## src/rtl/stream_frame_adapter.sv

```systemverilog
// rtl/stream_frame_adapter.sv - beat-stream <-> wide-frame adapter for a frame-based crypto core
// Gathers IN_BEATS input beats into one frame and serialises each OUT_BEATS-beat result frame.
module stream_frame_adapter #(
  parameter int DATA_W    = 64,
  parameter int IN_BEATS  = 12,
  parameter int OUT_BEATS = 8,
  parameter bit MSB_FIRST = 1'b1
) (
  input  logic                          i_clk,
  input  logic                          i_rst_n,
  input  logic                          i_in_valid,
  output logic                          o_in_ready,
  input  logic [DATA_W-1:0]             i_in_data,
  output logic                          o_frame_valid,
  input  logic                          i_frame_ready,
  output logic [IN_BEATS*DATA_W-1:0]    o_frame_data,
  input  logic                          i_res_valid,
  output logic                          o_res_ready,
  input  logic [OUT_BEATS*DATA_W-1:0]   i_res_data,
  output logic                          o_out_valid,
  input  logic                          i_out_ready,
  output logic [DATA_W-1:0]             o_out_data
);

  localparam int IC_W = $clog2(IN_BEATS);
  localparam int OC_W = $clog2(OUT_BEATS);
  localparam logic [IC_W-1:0] IN_LAST  = IC_W'(IN_BEATS - 1);
  localparam logic [OC_W-1:0] OUT_LAST = OC_W'(OUT_BEATS - 1);

  typedef enum logic {COLLECT = 1'b0, HOLD = 1'b1} in_state_t;
  typedef enum logic {IDLE = 1'b0, SEND = 1'b1} out_state_t;

  in_state_t                  in_state, in_state_nxt;
  logic [IC_W-1:0]            in_cnt, in_cnt_nxt, in_slot;
  logic [IN_BEATS*DATA_W-1:0] frame_q;
  logic                       in_fire;

  out_state_t                 out_state, out_state_nxt;
  logic [OC_W-1:0]            out_cnt, out_cnt_nxt, out_slot;
  logic [OUT_BEATS*DATA_W-1:0] res_q;
  logic [DATA_W-1:0]          res_slice [OUT_BEATS];
  logic                       res_fire, out_fire;

  assign in_fire  = i_in_valid && o_in_ready;
  assign res_fire = i_res_valid && o_res_ready;
  assign out_fire = o_out_valid && i_out_ready;

  // ---------------- input side ----------------
  always_ff @(posedge i_clk or negedge i_rst_n) begin
    if (!i_rst_n) begin
      in_state <= COLLECT;
      in_cnt   <= '0;
    end else begin
      in_state <= in_state_nxt;
      in_cnt   <= in_cnt_nxt;
    end
  end

  always_comb begin
    in_state_nxt = in_state;
    in_cnt_nxt   = in_cnt;
    case (in_state)
      COLLECT: begin
        if (in_fire) begin
          if (in_cnt == IN_LAST) begin
            in_state_nxt = HOLD;
            in_cnt_nxt   = '0;
          end else begin
            in_cnt_nxt = in_cnt + 1'b1;
          end
        end
      end
      HOLD: begin
        if (i_frame_ready) in_state_nxt = COLLECT;
      end
      default: in_state_nxt = COLLECT;
    endcase
  end

  always_comb begin
    o_in_ready    = (in_state == COLLECT);
    o_frame_valid = (in_state == HOLD);
    in_slot       = MSB_FIRST ? (IN_LAST - in_cnt) : in_cnt;
  end

  // Only the addressed slice is written; the rest of the frame holds.
  always_ff @(posedge i_clk or negedge i_rst_n) begin
    if (!i_rst_n) begin
      frame_q <= '0;
    end else begin
      for (int i = 0; i < IN_BEATS; i++) begin
        if (in_fire && in_slot == IC_W'(i)) frame_q[i*DATA_W +: DATA_W] <= i_in_data;
      end
    end
  end

  assign o_frame_data = frame_q;

  // ---------------- output side ----------------
  always_ff @(posedge i_clk or negedge i_rst_n) begin
    if (!i_rst_n) begin
      out_state <= IDLE;
      out_cnt   <= '0;
    end else begin
      out_state <= out_state_nxt;
      out_cnt   <= out_cnt_nxt;
    end
  end

  always_comb begin
    out_state_nxt = out_state;
    out_cnt_nxt   = out_cnt;
    case (out_state)
      IDLE: begin
        if (res_fire) begin
          out_state_nxt = SEND;
          out_cnt_nxt   = '0;
        end
      end
      SEND: begin
        if (out_fire) begin
          if (out_cnt == OUT_LAST) begin
            out_state_nxt = IDLE;
            out_cnt_nxt   = '0;
          end else begin
            out_cnt_nxt = out_cnt + 1'b1;
          end
        end
      end
      default: out_state_nxt = IDLE;
    endcase
  end

  always_comb begin
    o_res_ready = (out_state == IDLE);
    o_out_valid = (out_state == SEND);
    out_slot    = '0;
    if (out_state == SEND) out_slot = MSB_FIRST ? (OUT_LAST - out_cnt) : out_cnt;
  end

  always_ff @(posedge i_clk or negedge i_rst_n) begin
    if (!i_rst_n) begin
      res_q <= '0;
    end else if (res_fire) begin
      res_q <= i_res_data;
    end
  end

  for (genvar g = 0; g < OUT_BEATS; g++) begin : g_res_slice
    assign res_slice[g] = res_q[g*DATA_W +: DATA_W];
  end

  assign o_out_data = res_slice[out_slot];

endmodule

```

## config.mk

```make
export PLATFORM = sky130hd
export DESIGN_NAME = stream_frame_adapter
export DESIGN_NICKNAME = d
export VERILOG_FILES = /design/src/rtl/stream_frame_adapter.sv
export SDC_FILE = /design/constraint.sdc
export NUM_CORES = 2
export LEC_CHECK = 0
export ABC_AREA = 0
export CAP_MARGIN = 20
export CELL_PAD_IN_SITES_DETAIL_PLACEMENT = 1
export CELL_PAD_IN_SITES_GLOBAL_PLACEMENT = 1
export CORE_AREA = 2 2 555 557
export CTS_CLUSTER_SIZE = 28
export DETAILED_ROUTE_END_ITERATION = 7
export DIE_AREA = 0 0 557 559
export HOLD_SLACK_MARGIN = 0.02
export PLACE_DENSITY = 0.39
export SLEW_MARGIN = 5
export SYNTH_ARGS = -nofsm -noshare
export SYNTH_HDL_FRONTEND = slang
export SYNTH_SLANG_ARGS = --single-unit
```

## constraint.sdc

```tcl
create_clock -name i_clk -period 2 [get_ports i_clk]
set_input_delay 0.2 -clock i_clk [delete_from_list [all_inputs] [get_ports i_clk]]
set_output_delay 0.2 -clock i_clk [all_outputs]
set_load 0.005 [all_outputs]
```

## After elaboration in Yosys (flattened, before gate mapping)

Index checks and enable logic that the tools add are counted.

- Logic and storage cells: 75
- Bits in registers: 1289
- Output and inout port bits: 836
- Input port bits: 582

- Mux-type cells: 17
- Eq/ne operators: 15
- Bitwise gates (word level): 3
- Add/sub/neg operators: 4
- Magnitude comparators: 1
- Reductions and logical operators: 18

Operator list:

| operator | number |
|---|---|
| 64-bit binary-select mux with 3-bit select | 1 |
| 64-bit 2-to-1 mux | 2 |
| 4-bit equality test (second input constant) | 5 |
| 4-bit by 3-bit equality test with 1-bit output (second input constant) | 4 |
| 1-bit logical AND | 15 |
| 3-bit 2-to-1 mux | 4 |
| 4-bit by 2-bit equality test with 1-bit output (second input constant) | 2 |
| 1-bit 2-to-1 mux | 6 |
| 3-bit case mux with 2 select lines | 1 |
| 4-bit by 1-bit adder with 4-bit output (second input constant) | 1 |
| 4-bit by 1-bit equality test with 1-bit output (second input constant) | 1 |
| 4-bit >= comparator (second input constant) | 1 |
| 4-bit zero test | 1 |
| 4-bit 2-to-1 mux | 1 |
| 2-bit by 1-bit != test with 1-bit output (second input constant) | 2 |
| 3-bit inverter with 4-bit output | 1 |
| 1-bit case mux with 2 select lines | 2 |
| 2-bit AND reduction | 2 |
| 4-bit subtractor (first input constant) | 1 |
| 3-bit by 1-bit adder with 3-bit output (second input constant) | 1 |
| 3-bit equality test (second input constant) | 1 |
| 3-bit subtractor (first input constant) | 1 |
| 1-bit inverter | 2 |

## Longest topological paths before layout

- Word-level depth: 6
- Mapped depth: 7
- Mapped depth without buffers: 5

## Worst setup path before layout

OpenSTA, ideal clock, no wires.

- Path type: reg-to-reg
- Start: register in_cnt[0]
- End: register frame_q[252], in the netlist o_frame_data[252]
- Data required time: 1.875 ns
- Setup time: 0.125 ns
- Clock period less this slack: 1.782 ns
- Path buffers: 1
- Setup slack: 0.218 ns
- Cell stages (with the launch flop): 7
- Arrival: 1.657 ns
- Path through: dfrtp_1 inv_1 ha_1 nand2_1 nor2_4 buf_4 mux2_2

- Longest elaborated chain between the ends: 3

RTL lines:

| item | RTL line | RTL |
|---|---|---|
| from (decl) | 34 | `logic [IC_W-1:0] in_cnt, in_cnt_nxt, in_slot;` |
| from (signal assigned) | 55 | `in_cnt <= in_cnt_nxt;` |
| 4-bit subtractor | 83 | `in_slot = MSB_FIRST ? (IN_LAST - in_cnt) : in_cnt;` |
| 4-bit by 2-bit equality test with 1-bit output | 92 | `if (in_fire && in_slot == IC_W'(i)) frame_q[i*DATA_W +: DATA_W] <= i_in_data;` |
| 1-bit logical AND | 92 |  |
| to (signal, indexed assignment) | 92 |  |
| to (decl) | 35 | `logic [IN_BEATS*DATA_W-1:0] frame_q;` |

No other way between the ends.
A chain may end at the register's enable or synchronous reset.

## Worst setup path in the final report

- Start: register out_state, in the netlist o_out_valid
- End: output port o_out_data[47]

- Longest elaborated chain between the ends: 5

RTL lines:

| item | RTL line | RTL |
|---|---|---|
| from (decl) | 38 | `out_state_t out_state, out_state_nxt;` |
| from (signal assigned) | 105 | `out_state <= out_state_nxt;` |
| 3-bit 2-to-1 mux | 138 | `if (out_state == SEND) out_slot = MSB_FIRST ? (OUT_LAST - out_cnt) : out_cnt;` |
| 3-bit inverter with 4-bit output (not written as such) | 153 | `assign o_out_data = res_slice[out_slot];` |
| 64-bit binary-select mux with 3-bit select | 153 |  |
| 64-bit 2-to-1 mux (not written as such) (2 in series) | 153 |  |
| to (decl) | 22 | `output logic [DATA_W-1:0] o_out_data` |

No other way between the ends. The select of a mux whose other input is x is not followed.

==> run metrics <==
outcome complete, but fails checks; violated checks negative setup slack; minimum clock period 2.97 ns; final core utilization 29.3%; sequential area share after synthesis 60.7%; Reg clk slew, reported paths 0.06 ns; Worst Tran Pin Value 0.803 ns; Max-slew headroom 46.3%; Yosys top cell area share 60.7%; total track usage 18.9%; fmax 337 MHz; most numerous cell in the Yosys netlist dfrtp_1; WL per Instance 30.6 um; Tcrit/Tclk final 148%; Pleak 0.0386 uW; final wirelength 305 mm; Post-Syn Area 0.0531 mm^2; number of cells produced by synthesis 3409; Setup WS post-layout -0.966 ns; WP data required 1.80 ns; CTS tree done; Skew-Pair Late Insertion Delay 0.83 ns; CTS root buf clkbuf_16; share of cells above drive strength 1 42.6%; row count 203; Startpoint Class flip-flop; Max Root-Sink Buffers 4; DRC viols 0; Data arrival, critical path 2.77 ns; Max IR drop VDD 0.660 mV; syn_nets 3997; Worst Clk Skew 0.0609 ns; synth top area cells dfrtp_1 (61%), mux2_2 (27%), mux4_2 (2.7%); Setup crit end kind output port; H-tree Lvls 4; Cell Pwr Density 1640 mW/mm^2; final setup TNS -158.81 ns; DIE AREA 0.311 mm^2; antenna-violating nets left 0; Layout Nets 6269; Max Transition Viols Final 0; Area growth, synth to finish 68.1%; Synth warnings 0; io pins 1418; IO Port Bufs 1417; Worst Hold Class input pin to flip-flop; Initial Util 17.4%; Post-synth top cells dfrtp_1 (1289), mux2_2 (1279), buf_2 (112), clkbuf_1 (85), nand2_1 (75); core area 0.305 mm^2; post-synthesis async set-or-reset flop share 100%; unrepaired setup endpoints after global routing yes; CP Class flip-flop to output port; Final setup viols 574; Most used DFF post-synth dfrtp_1; DR iter-0 viols 1567; DRT Pass-1 Iters 7; Syn Area/Cell 15.6 um^2; Yosys reg bits 1289; Die H 559 um; RePlAce Congestion 0.803; area leader, netlist dfrtp_1; synth unique cells 36; Final Hold Fails 0; Layout fillers 32500; first-pass GRT wire length 404 mm; die width 557 um; DR vias/cell 3.96; Clock Sinks 1289; grt ovf 0; vias in the first global route 43700; dpl hpwl 228 mm; Post-synth EDFFs 0; max cap viols 0; TritonCTS Buffers 174; Max FO, Critical Path 7; Vias 39500; antenna violations before repair 92; largest net degree at the start of global routing 87
## state kept, by name (all words and copies together) (netlist names)
signal	cells
in_cnt	4
o_frame_data	768
o_frame_valid	1
o_out_valid	1
out_cnt	3
res_q	512
## worst max-delay path, stage by stage (launching register included)
cell     delay [ns]
dfrtp_4        0.57
buf_12         0.18
buf_16         0.14
and2_4         0.13
mux4_2         0.48
nor2_4         0.14
a21oi_4        0.06
buf_6          0.13
buf_6          0.11
## final timing paths
path                                         startpoint                             to  slack (ns)  cells past startpoint
max                               o_out_valid$_DFF_PN0_                 o_out_data[47]       -0.97                      8
min                                       i_in_data[39]  o_frame_data[551]$_DFFE_PN0P_        0.07                      2
max reg2reg                       o_out_valid$_DFF_PN0_         res_q[308]$_DFFE_PN0P_       -0.33                     10
min reg2reg                o_frame_data[99]$_DFFE_PN0P_   o_frame_data[99]$_DFFE_PN0P_        0.48                      1
max in group asynchronous                       i_rst_n         res_q[224]$_DFFE_PN0P_        1.01                      3
min in group asynchronous                       i_rst_n         res_q[180]$_DFFE_PN0P_        0.28                      3
## logic make-up (layout without fill, tap and decap cells)
logic type / Yosys count / count (layout) / synth area share (%)
AOI/OAI and AO/OA: 141 / 141 / 1.81
other: 0 / 45 / 0
DFF: 1289 / 1289 / 60.7
adders and majority gates: 6 / 6 / 0.141
buffers and inverters: 273 / 2680 / 2.91
and+or+nand+nor: 289 / 289 / 2.99
muxes: 1411 / 1411 / 31.4
## metal layers
metal  global-route usage, %  up-vias  part of all wire [%]
met5                       0        -                 0.045
met4                    4.90       20                   2.8
met3                    7.36      376                   9.3
met2                    32.9     1387                    50
met1                    21.3    20900                    38
li1                        -    16800                     -
## per-stage QoR
stage | power [uW] | setup WS [ns] | cell area, um^2 | cells | hold WS [ns]
CTS | 146000 | -1.10 | 87200 | 9863 | 0.0223
floorplan | 68100 | 0.218 | 53100 | 3409 | -0.0956
global route | 154000 | -1.06 | 89200 | 9929 | 0.0344
global placement | 110000 | -0.830 | 75300 | 9030 | 0.168
finish | 146000 | -0.966 | 89300 | 9961 | 0.0680
detailed placement | 111000 | -0.835 | 75300 | 9030 | 0.180
## power by group
part           switching, uW  total, uW  internal [uW]
registers               7730      46700          38900
logic                  30900      67800          37000
clock network          13100      31600          18600
## layout make-up
type | count | area, um^2 | area share, %
clock inverter | 57 | 581 | 0.650
multi-input combinational | 1847 | 21300 | 23.9
tap | 4100 | 5130 | 5.75
sequential | 1289 | 32300 | 36.2
timing repair buffer | 2364 | 24800 | 27.7
inverter | 5 | 21.3 | 0.0238
antenna | 45 | 113 | 0.126
clock buffer | 254 | 5090 | 5.70
## placed cells by master, fill, tap and decap left out, types with 70 or more instances in the layout
| master | n |
|---|---|
| buf_4 | 269 |
| nand2_1 | 70 |
| mux2_4 | 226 |
| clkbuf_16 | 201 |
| dlygate4sd3_1 | 423 |
| mux2_2 | 1073 |
| dfrtp_1 | 1286 |
| buf_12 | 147 |
| dlygate4sd2_1 | 531 |
| clkdlybuf4s50_1 | 810 |
## what timing repair did
action	in CTS	in global routing
cloned	22	28
hold buffers	424	0
buffers inserted	82	36
gates resized for setup	1187	287
hold endpoints to repair	1634	0
setup endpoints to repair	938	800
pin swaps	71	56
Power figures use the tool's default switching activity.
